**src/rtl/alu_op_sequencer_pkg.sv**
```systemverilog
// Shared opcode constants, state encoding and instruction classes for the
// fetch/execute control sequencer.
package alu_op_sequencer_pkg;

    localparam logic [4:0] OP_ADD  = 5'b00011;
    localparam logic [4:0] OP_SUB  = 5'b00100;
    localparam logic [4:0] OP_AND  = 5'b00101;
    localparam logic [4:0] OP_OR   = 5'b00110;
    localparam logic [4:0] OP_ROR  = 5'b00111;
    localparam logic [4:0] OP_ROL  = 5'b01000;
    localparam logic [4:0] OP_SHR  = 5'b01001;
    localparam logic [4:0] OP_SHRA = 5'b01010;
    localparam logic [4:0] OP_SHL  = 5'b01011;
    localparam logic [4:0] OP_MUL  = 5'b01111;
    localparam logic [4:0] OP_DIV  = 5'b10000;
    localparam logic [4:0] OP_NEG  = 5'b10001;
    localparam logic [4:0] OP_NOT  = 5'b10010;

    localparam logic [4:0] ALU_INC = 5'b11111;
    localparam logic [4:0] ALU_NOP = 5'b00000;

    typedef enum logic [2:0] {
        ST_IDLE,
        ST_T0,
        ST_T1,
        ST_T2,
        ST_T3,
        ST_T4,
        ST_T5,
        ST_T6
    } state_t;

    typedef enum logic [1:0] {
        CLS_BIN,
        CLS_WIDE,
        CLS_UN,
        CLS_ILLEGAL
    } op_class_t;

    // The step that writes the final result back; done is raised here and the
    // sequencer then either idles or chains into the next fetch.
    function automatic logic is_last_step(input state_t st, input op_class_t cls);
        return ((st == ST_T4) && (cls == CLS_UN))  ||
               ((st == ST_T5) && (cls == CLS_BIN)) ||
               ((st == ST_T6) && (cls == CLS_WIDE));
    endfunction

endpackage

```
**src/rtl/alu_op_sequencer_decode.sv**
```systemverilog
// Combinational opcode classifier: maps the 5-bit opcode onto the execute
// sequence it needs.
module alu_op_decode
    import alu_op_sequencer_pkg::*;
(
    input  logic [4:0] opcode,
    output op_class_t  op_class
);

    always_comb begin
        op_class = CLS_ILLEGAL;
        case (opcode)
            OP_ADD, OP_SUB, OP_AND, OP_OR, OP_ROR,
            OP_ROL, OP_SHR, OP_SHRA, OP_SHL: op_class = CLS_BIN;
            OP_MUL, OP_DIV:                  op_class = CLS_WIDE;
            OP_NEG, OP_NOT:                  op_class = CLS_UN;
            default:                         op_class = CLS_ILLEGAL;
        endcase
    end

endmodule

```
**src/rtl/alu_op_sequencer.sv**
```systemverilog
// Control-step sequencer for a bus-based datapath: fetches one instruction and
// issues the per-step register/ALU strobes for its execute phase.
//
// state | meaning
// IDLE  | waiting for start
// T0    | PC to MAR, ALU increments PC into Z
// T1    | PC <- Z, memory read into MDR; holds until mem_ready
// T2    | MDR to IR
// T3-T6 | execute steps, content depends on the opcode class
module alu_op_sequencer
    import alu_op_sequencer_pkg::*;
#(
    parameter int REG_FIELD_W = 4,
    parameter bit CONTINUOUS  = 1'b0,
    localparam int NUM_REGS   = 2 ** REG_FIELD_W
) (
    input  logic                clock,
    input  logic                clear,
    input  logic                start,
    input  logic                mem_ready,
    input  logic [31:0]         ir,
    output logic [NUM_REGS-1:0] reg_in,
    output logic [NUM_REGS-1:0] reg_out,
    output logic                pc_out,
    output logic                pc_in,
    output logic                mar_in,
    output logic                mdr_in,
    output logic                mdr_out,
    output logic                read,
    output logic                ir_in,
    output logic                y_in,
    output logic                zlow_in,
    output logic                zhigh_in,
    output logic                zlow_out,
    output logic                zhigh_out,
    output logic                hi_in,
    output logic                lo_in,
    output logic [4:0]          alu_op,
    output logic                busy,
    output logic                done,
    output logic                illegal
);

    state_t                 state;
    state_t                 state_nxt;
    op_class_t              op_class;
    logic [4:0]             opcode;
    logic [REG_FIELD_W-1:0] ra;
    logic [REG_FIELD_W-1:0] rb;
    logic [REG_FIELD_W-1:0] rc;
    logic                   last_step;
    logic                   unused_ir_bits;

    assign opcode = ir[31:27];
    assign ra     = ir[26 -: REG_FIELD_W];
    assign rb     = ir[26 - REG_FIELD_W -: REG_FIELD_W];
    assign rc     = ir[26 - 2 * REG_FIELD_W -: REG_FIELD_W];

    // Low IR bits carry immediates the sequencer never looks at.
    assign unused_ir_bits = ^ir;

    alu_op_decode u_decode (
        .opcode   (opcode),
        .op_class (op_class)
    );

    assign last_step = is_last_step(state, op_class);

    always_ff @(posedge clock) begin
        if (clear) begin
            state <= ST_IDLE;
        end else begin
            state <= state_nxt;
        end
    end

    always_comb begin
        state_nxt = state;
        case (state)
            ST_IDLE: if (start) state_nxt = ST_T0;
            ST_T0:   state_nxt = ST_T1;
            ST_T1:   if (mem_ready) state_nxt = ST_T2;
            ST_T2:   state_nxt = ST_T3;
            ST_T3:   state_nxt = (op_class == CLS_ILLEGAL) ? ST_IDLE : ST_T4;
            ST_T4:   state_nxt = ST_T5;
            ST_T5:   state_nxt = (op_class == CLS_WIDE) ? ST_T6 : ST_IDLE;
            default: state_nxt = ST_IDLE;
        endcase
        // Write-back step: chain straight into the next fetch when allowed.
        if (last_step) begin
            state_nxt = (CONTINUOUS && start) ? ST_T0 : ST_IDLE;
        end
    end

    always_comb begin
        reg_in    = '0;
        reg_out   = '0;
        pc_out    = 1'b0;
        pc_in     = 1'b0;
        mar_in    = 1'b0;
        mdr_in    = 1'b0;
        mdr_out   = 1'b0;
        read      = 1'b0;
        ir_in     = 1'b0;
        y_in      = 1'b0;
        zlow_in   = 1'b0;
        zhigh_in  = 1'b0;
        zlow_out  = 1'b0;
        zhigh_out = 1'b0;
        hi_in     = 1'b0;
        lo_in     = 1'b0;
        alu_op    = ALU_NOP;
        illegal   = 1'b0;
        busy      = (state != ST_IDLE);
        done      = last_step;

        case (state)
            ST_T0: begin
                pc_out  = 1'b1;
                mar_in  = 1'b1;
                zlow_in = 1'b1;
                alu_op  = ALU_INC;
            end
            ST_T1: begin
                zlow_out = 1'b1;
                pc_in    = 1'b1;
                read     = 1'b1;
                mdr_in   = 1'b1;
            end
            ST_T2: begin
                mdr_out = 1'b1;
                ir_in   = 1'b1;
            end
            ST_T3: begin
                case (op_class)
                    CLS_BIN: begin
                        reg_out[rb] = 1'b1;
                        y_in        = 1'b1;
                    end
                    CLS_UN: begin
                        reg_out[rb] = 1'b1;
                        alu_op      = opcode;
                        zlow_in     = 1'b1;
                    end
                    CLS_WIDE: begin
                        reg_out[ra] = 1'b1;
                        y_in        = 1'b1;
                    end
                    default: illegal = 1'b1;
                endcase
            end
            ST_T4: begin
                case (op_class)
                    CLS_BIN: begin
                        reg_out[rc] = 1'b1;
                        alu_op      = opcode;
                        zlow_in     = 1'b1;
                    end
                    CLS_UN: begin
                        zlow_out   = 1'b1;
                        reg_in[ra] = 1'b1;
                    end
                    CLS_WIDE: begin
                        reg_out[rb] = 1'b1;
                        alu_op      = opcode;
                        zlow_in     = 1'b1;
                        zhigh_in    = 1'b1;
                    end
                    default: ;
                endcase
            end
            ST_T5: begin
                case (op_class)
                    CLS_BIN: begin
                        zlow_out   = 1'b1;
                        reg_in[ra] = 1'b1;
                    end
                    CLS_WIDE: begin
                        zlow_out = 1'b1;
                        lo_in    = 1'b1;
                    end
                    default: ;
                endcase
            end
            ST_T6: begin
                if (op_class == CLS_WIDE) begin
                    zhigh_out = 1'b1;
                    hi_in     = 1'b1;
                end
            end
            default: ;
        endcase
    end

endmodule

```
**config.mk**
```make
export PLATFORM = sky130hd
export DESIGN_NAME = alu_op_sequencer
export DESIGN_NICKNAME = d
export VERILOG_FILES = /design/src/rtl/alu_op_sequencer_pkg.sv /design/src/rtl/alu_op_sequencer_decode.sv /design/src/rtl/alu_op_sequencer.sv
export SDC_FILE = /design/constraint.sdc
export NUM_CORES = 1
export LEC_CHECK = 0
export BUFFER_PORTS_ARGS = -buffer_cell sky130_fd_sc_hd__buf_2
export CORE_ASPECT_RATIO = 0.7
export CORE_MARGIN = 2
export CORE_UTILIZATION = 45
export DETAILED_ROUTE_END_ITERATION = 6
export PLACE_DENSITY = 0.82
export SLEW_MARGIN = 20
export SYNTH_ARGS = -nofsm -noshare
export SYNTH_HDL_FRONTEND = slang
export SYNTH_SLANG_ARGS = --single-unit
```
**constraint.sdc**
```tcl
create_clock -name clock -period 2.2 [get_ports clock]
set_input_delay 0.22 -clock clock [delete_from_list [all_inputs] [get_ports clock]]
set_output_delay 0.22 -clock clock [all_outputs]
set_load 0.02 [all_outputs]
```
## Word-level counts from Yosys, hierarchy flattened

Memory sizes are Yosys's and may differ from the RTL's.
Cells that the tools add are included.

- Register bits: 3
- ROM bits: 64
- Output and inout port bits: 54
- Logic and storage cells: 70
- Memories kept: 1

Memories:

| name | depth | bits a word | rd ports | clocked after Yosys merged registers in | write ports | line | source |
|---|---|---|---|---|---|---|---|
| (name not given) | 32 | 2 | 1 | 0 | 0 | alu_op_sequencer_decode.sv:12 | `case (opcode)` |

- Magnitude comparators: 6
- Equal/unequal tests: 12
- Muxes and demuxes: 34
- Reductions and logical operators: 16

Operators with widths:

| cell | count |
|---|---|
| case mux 16 bit (2 select lines) | 4 |
| 2-to-1 mux 16 bit | 2 |
| case mux 3 bit (7 select lines) | 1 |
| < comparator 4 x 5 -> 1 bit, second input constant | 3 |
| 2-to-1 mux 1 bit | 15 |
| case mux 5 bit (3 select lines) | 1 |
| demux 1 bit (select 4 bit) | 3 |
| equality test 3 bit, second input constant | 4 |
| greater-or-equal comparator 4 x 1 -> 1 bit, second input constant | 3 |
| 2-to-1 mux 3 bit | 4 |
| 2-to-1 mux 5 bit | 2 |
| equality test 3 x 2 -> 1 bit, second input constant | 2 |
| logical AND 1 bit | 6 |
| case mux 1 bit (3 select lines) | 2 |
| OR reduction 2 bit | 3 |
| equality test 2 bit, second input constant | 2 |
| != test 2 bit, second input constant | 2 |
| equality test 3 x 1 -> 1 bit, second input constant | 1 |
| logical NOT 3 bit | 1 |
| nonzero test 3 bit | 1 |
| OR reduction 3 bit | 1 |
| equality test 2 x 1 -> 1 bit, second input constant | 1 |
| logical NOT 2 bit | 1 |
| logical OR 1 bit | 2 |
| AND reduction 2 bit | 1 |

## Logic depth before layout (Yosys ltp)

- Depth after elaboration: 6
- Depth in mapped cells: 9
- Gate-level depth less buffers: 7

## Hierarchy

A second synthesis with hierarchy kept.

- Cell total of the unflattened synthesis: 221
- Area total of the unflattened synthesis: 1,338.8 um2

Modules (own cells, without submodules):

| module | instances | cells an instance | area an instance (um2) | seq. area each (um2) |
|---|---|---|---|---|
| alu_op_sequencer | 1 | 207 | 1,247.4 | 60.1 |
| alu_op_decode | 1 | 14 | 91.3 | 0.0 |

## Worst setup path after synthesis

OpenSTA, ideal clock, no wires.

- Path type: input port to output port
- From: input ir[27]
- To: output reg_in[7]
- Arrival time: 1,903 ps
- Required time: 1,980 ps
- Setup slack: 77 ps
- Stages: 8
- Buffers on the path: 1
- Cells stage by stage: inv_1 ha_1 nand4bb_4 o31a_1 a21o_1 and2_4 buf_6 nor4_1

- Word-level cells in the longest chain between the ends: 4

RTL lines:

| what | line | source |
|---|---|---|
| start, declared | alu_op_sequencer.sv:21 | `input logic [31:0] ir,` |
| memory read (32 x 2 bit) (*) | -- |  |
| equality test 2 bit / logical NOT 2 bit (equally long branches) | alu_op_sequencer.sv:153, alu_op_sequencer.sv:173 |  |
| 2-to-1 mux 16 bit (on tied branches) | alu_op_sequencer.sv:153, alu_op_sequencer.sv:173 |  |
| case mux 16 bit (2 select lines) (*) | alu_op_sequencer.sv:117 | `case (state)` |
| end, declared | alu_op_sequencer.sv:22 | `output logic [NUM_REGS-1:0] reg_in,` |

Every way passes the cells marked *; elsewhere a longest branch is shown, timed or not.

## Final worst setup path

- From: input ir[27]
- To: output reg_in[14]

Same word-level chain as after synthesis.

==> results.sh <==
export IMPL_timing_setup_tns_ns=0
export IMPL_first_global_vias=1714
export IMPL_place_port_buffers=74
export IMPL_finish_cell_count_without_fillers=345
export IMPL_fill_cells=294
export IMPL_synth_net_count=274
export IMPL_yosysWarningCount=0
export IMPL_netlist_area_mm2=0.00155
export IMPL_clock_tree_htree_level_count=1
export IMPL_cts_tree="built"
export IMPL_wire_length_of_the_first_global_routing_pass_mm=7.76
export IMPL_timing_final_crit_period_ns=2.12
export IMPL_boundaryPins=90
export IMPL_post_synth_main_area_contributors="nor4_2, a211oi_1, nor3_1"
export IMPL_fp_dieH_um=53.1
export IMPL_critPathArrivalTime_ns=1.90
export IMPL_ys_dominant_reg_cell="dfxtp_1"
export IMPL_switchingPower_mw=0.241
export IMPL_worstSetupEndpointType="output port"
export IMPL_grt_setup_unrepaired="yes"
export IMPL_status="complete, no violations"
export IMPL_worstSkewPairLatency_ns=0.21
export IMPL_leakage_power_of_the_design_nw=0.793
export IMPL_grtUsageMet2_pct=40.3
export IMPL_cts_buffers_inserted=3
export IMPL_worstSetupStartpointType="input port"
export IMPL_transition_time_at_the_pin_with_the_least_slew_margin_ns=0.402
export IMPL_synth_commonest_cells="nor3_1, nand2_1, a211oi_1"
export IMPL_groute_usage_overall_pct=24.6
export IMPL_timing_slew_headroom_pct=72.4
export IMPL_largestRegisters="state x3"
export IMPL_largest_register_ffs=3
export IMPL_ys_ff_latch=3
export IMPL_power_per_cell_area_mw_per_mm2=261
export IMPL_finalWeightedCongestion=0.875
export IMPL_postSynth_asyncResetShare_pct=0
export IMPL_vias_per_cell=6.06
export IMPL_fin_ws_ns=0.0833
export IMPL_floorplan_die_area_mm2=0.00394
export IMPL_floorplan_initialDensity_pct=48.3
export IMPL_hold_violations=0
export IMPL_grt_start_max_net_pins=17
export IMPL_finish_net_count=337
export IMPL_grt_antenna_before_repair=0
export IMPL_switching_share_pct=45.5
export IMPL_vdd_drop_max_mv=0.221
export IMPL_worst_ep_required_time_ns=1.98
export IMPL_yosys_area_top_type_share_pct=8.06
export IMPL_timing_final_max_slew_violations=0
export IMPL_wl_mm=4.96
export IMPL_yosys_cell_types_count=48
export IMPL_row_count=17
export IMPL_postCtsSetupBuffers=0
export IMPL_remaining_drc_errors=0
export IMPL_largest_register="state"
export IMPL_finClkSkew_ns=0.00165
export IMPL_place_worst_setup_slack_ns=0.0901
export IMPL_clockBufferDepth=2
export IMPL_finalCritPeriodShare_pct=96.2
export IMPL_detailed_router_s_first_iteration_violation_count=121
export IMPL_sequential_fraction_of_design_power_pct=13.5
export IMPL_layout_cells_sized_above_1_pct=39.6
export IMPL_synth_enable_flop_cells=0
export IMPL_dr_total_vias=2090
export IMPL_p_clk_share_pct=29.6
export IMPL_grt_overflow_total=0
export IMPL_number_of_optimization_iterations_in_the_first_detailed_route_pass=5
export IMPL_avgRoutedWirePerCell_um=14.4
export IMPL_synth_seq_area_share_pct=3.87
export IMPL_critical_path_class="input port to output port"
export IMPL_synth_largest_area_cell="nor4_2"
export IMPL_hold_buffers=0
export IMPL_synthMostInstantiatedCell="nor3_1"
export IMPL_fmaxAchievable_ghz=0.472
export IMPL_syn_area_per_cell_um2=6.57
export IMPL_design_area_mm2=0.00203
export IMPL_setup_violations_final=0
export IMPL_area_delta_synth_final_pct=30.7
export IMPL_dp_cells=340
export IMPL_holdWs_ns=0.184
export IMPL_ant_nets=0
export IMPL_cts_sinks=3
export IMPL_gr_usage_met1_pct=35.7
export IMPL_combinationalPowerShare_pct=56.9
export IMPL_final_hpwl_from_detailed_placement_mm=3.67
export IMPL_grt_met3_usage_pct=3.43
export IMPL_path_max_fanout=7
export IMPL_cell_internal_pwr_mw=0.289
export IMPL_placed_area_mm2=0.00192
export IMPL_clock_root_buffer="clkbuf_8"
export IMPL_clkTransAtPathRegs_ns=0.03
export IMPL_core_mm2=0.00321
export IMPL_cts_resized=0
export IMPL_grt_most_used_layer="met2"
export IMPL_die_width_um=74.2
export IMPL_cap_violations=0
export IMPL_worstHoldPathType="input port to register"
export IMPL_antenna_cells_inserted=0
export IMPL_post_synth_inst_count=236
path summary, 6_finish.rpt:
path	from	end	slack [ns]	depth (start not counted)
hold reg to reg	state[2]$_SDFFE_PP0P_	state[2]$_SDFFE_PP0P_	0.65	2
setup / recovery	ir[27]	reg_in[14]	0.08	9
setup reg to reg	state[0]$_SDFFE_PP0P_	state[1]$_SDFFE_PP0P_	0.85	5
hold / removal	clear	state[0]$_SDFFE_PP0P_	0.18	2
kinds of logic after synthesis:
family | after synthesis | synth area share (%)
buffers and inverters | 31 | 10.9
adders and majority gates | 2 | 1.61
and+or+nand+nor | 121 | 48.3
DFF | 3 | 3.87
xor gates and xnor gates | 1 | 0.565
AOI/OAI and AO/OA | 77 | 34.1
muxes | 1 | 0.645
final cells by class:
cell class	instances	area (µm²)	area share, %
clock buffers	4	45.0	2.22
inverters	3	11.3	0.555
multi-input cells	203	1370	67.4
flip-flops and latches	3	62.6	3.08
well taps	47	58.8	2.90
repair buffers	85	483	23.8
worst max-delay path, cell delays in order:
cell       delay (ns)
buf_2            0.09
inv_1            0.05
ha_1             0.24
nand4bb_4        0.12
o31a_1           0.26
nand3_2          0.18
and2_2           0.31
nor4_2           0.23
buf_2            0.20
power by group through the flow:
stage                     registers [mW]  logic (mW)  clock network, mW
final                             0.0715       0.302              0.157
after global routing              0.0723       0.332              0.165
after CTS                         0.0703       0.289              0.159
after detailed placement          0.0708       0.287                  0
after global placement            0.0703       0.283                  0
after floorplan                   0.0637       0.221                  0
routing by layer:
metal / up-vias / part of all wire, %
met2: 114 / 45
met5: - / 0
met3: 0 / 9.4
met1: 947 / 46
met4: 0 / 0
li1: 1029 / -
cells in the final DEF, fill, tap and decap left out, types with 3 or more instances in the layout:
| cell | netlist | layout |
|---|---|---|
| nand2_1 | 18 | 18 |
| buf_4 | 5 | 17 |
| clkbuf_8 | 0 | 3 |
| nor4_2 | 10 | 11 |
| o21ai_1 | 15 | 15 |
| nand3_1 | 8 | 7 |
| nor4_1 | 4 | 3 |
| o211ai_1 | 12 | 12 |
| o21ai_0 | 8 | 8 |
| nand4b_1 | 3 | 3 |
| nor2b_1 | 8 | 8 |
| o221ai_1 | 5 | 5 |
| and2_1 | 3 | 3 |
| a2111oi_1 | 1 | 4 |
| nand2b_1 | 13 | 13 |
| o21a_1 | 3 | 3 |
| a211oi_1 | 16 | 14 |
| or2_2 | 5 | 5 |
| buf_2 | 8 | 67 |
| nand4_1 | 4 | 4 |
| nor3_1 | 22 | 22 |
| nor2_1 | 13 | 13 |
through the flow:
stage                     utilization, %  power, mW
after global routing                63.1      0.569
after global placement              59.7      0.353
final                               63.1      0.530
after detailed placement            59.7      0.358
after CTS                           61.1      0.519
after floorplan                        -      0.284
(Power assumes the default switching activity.)
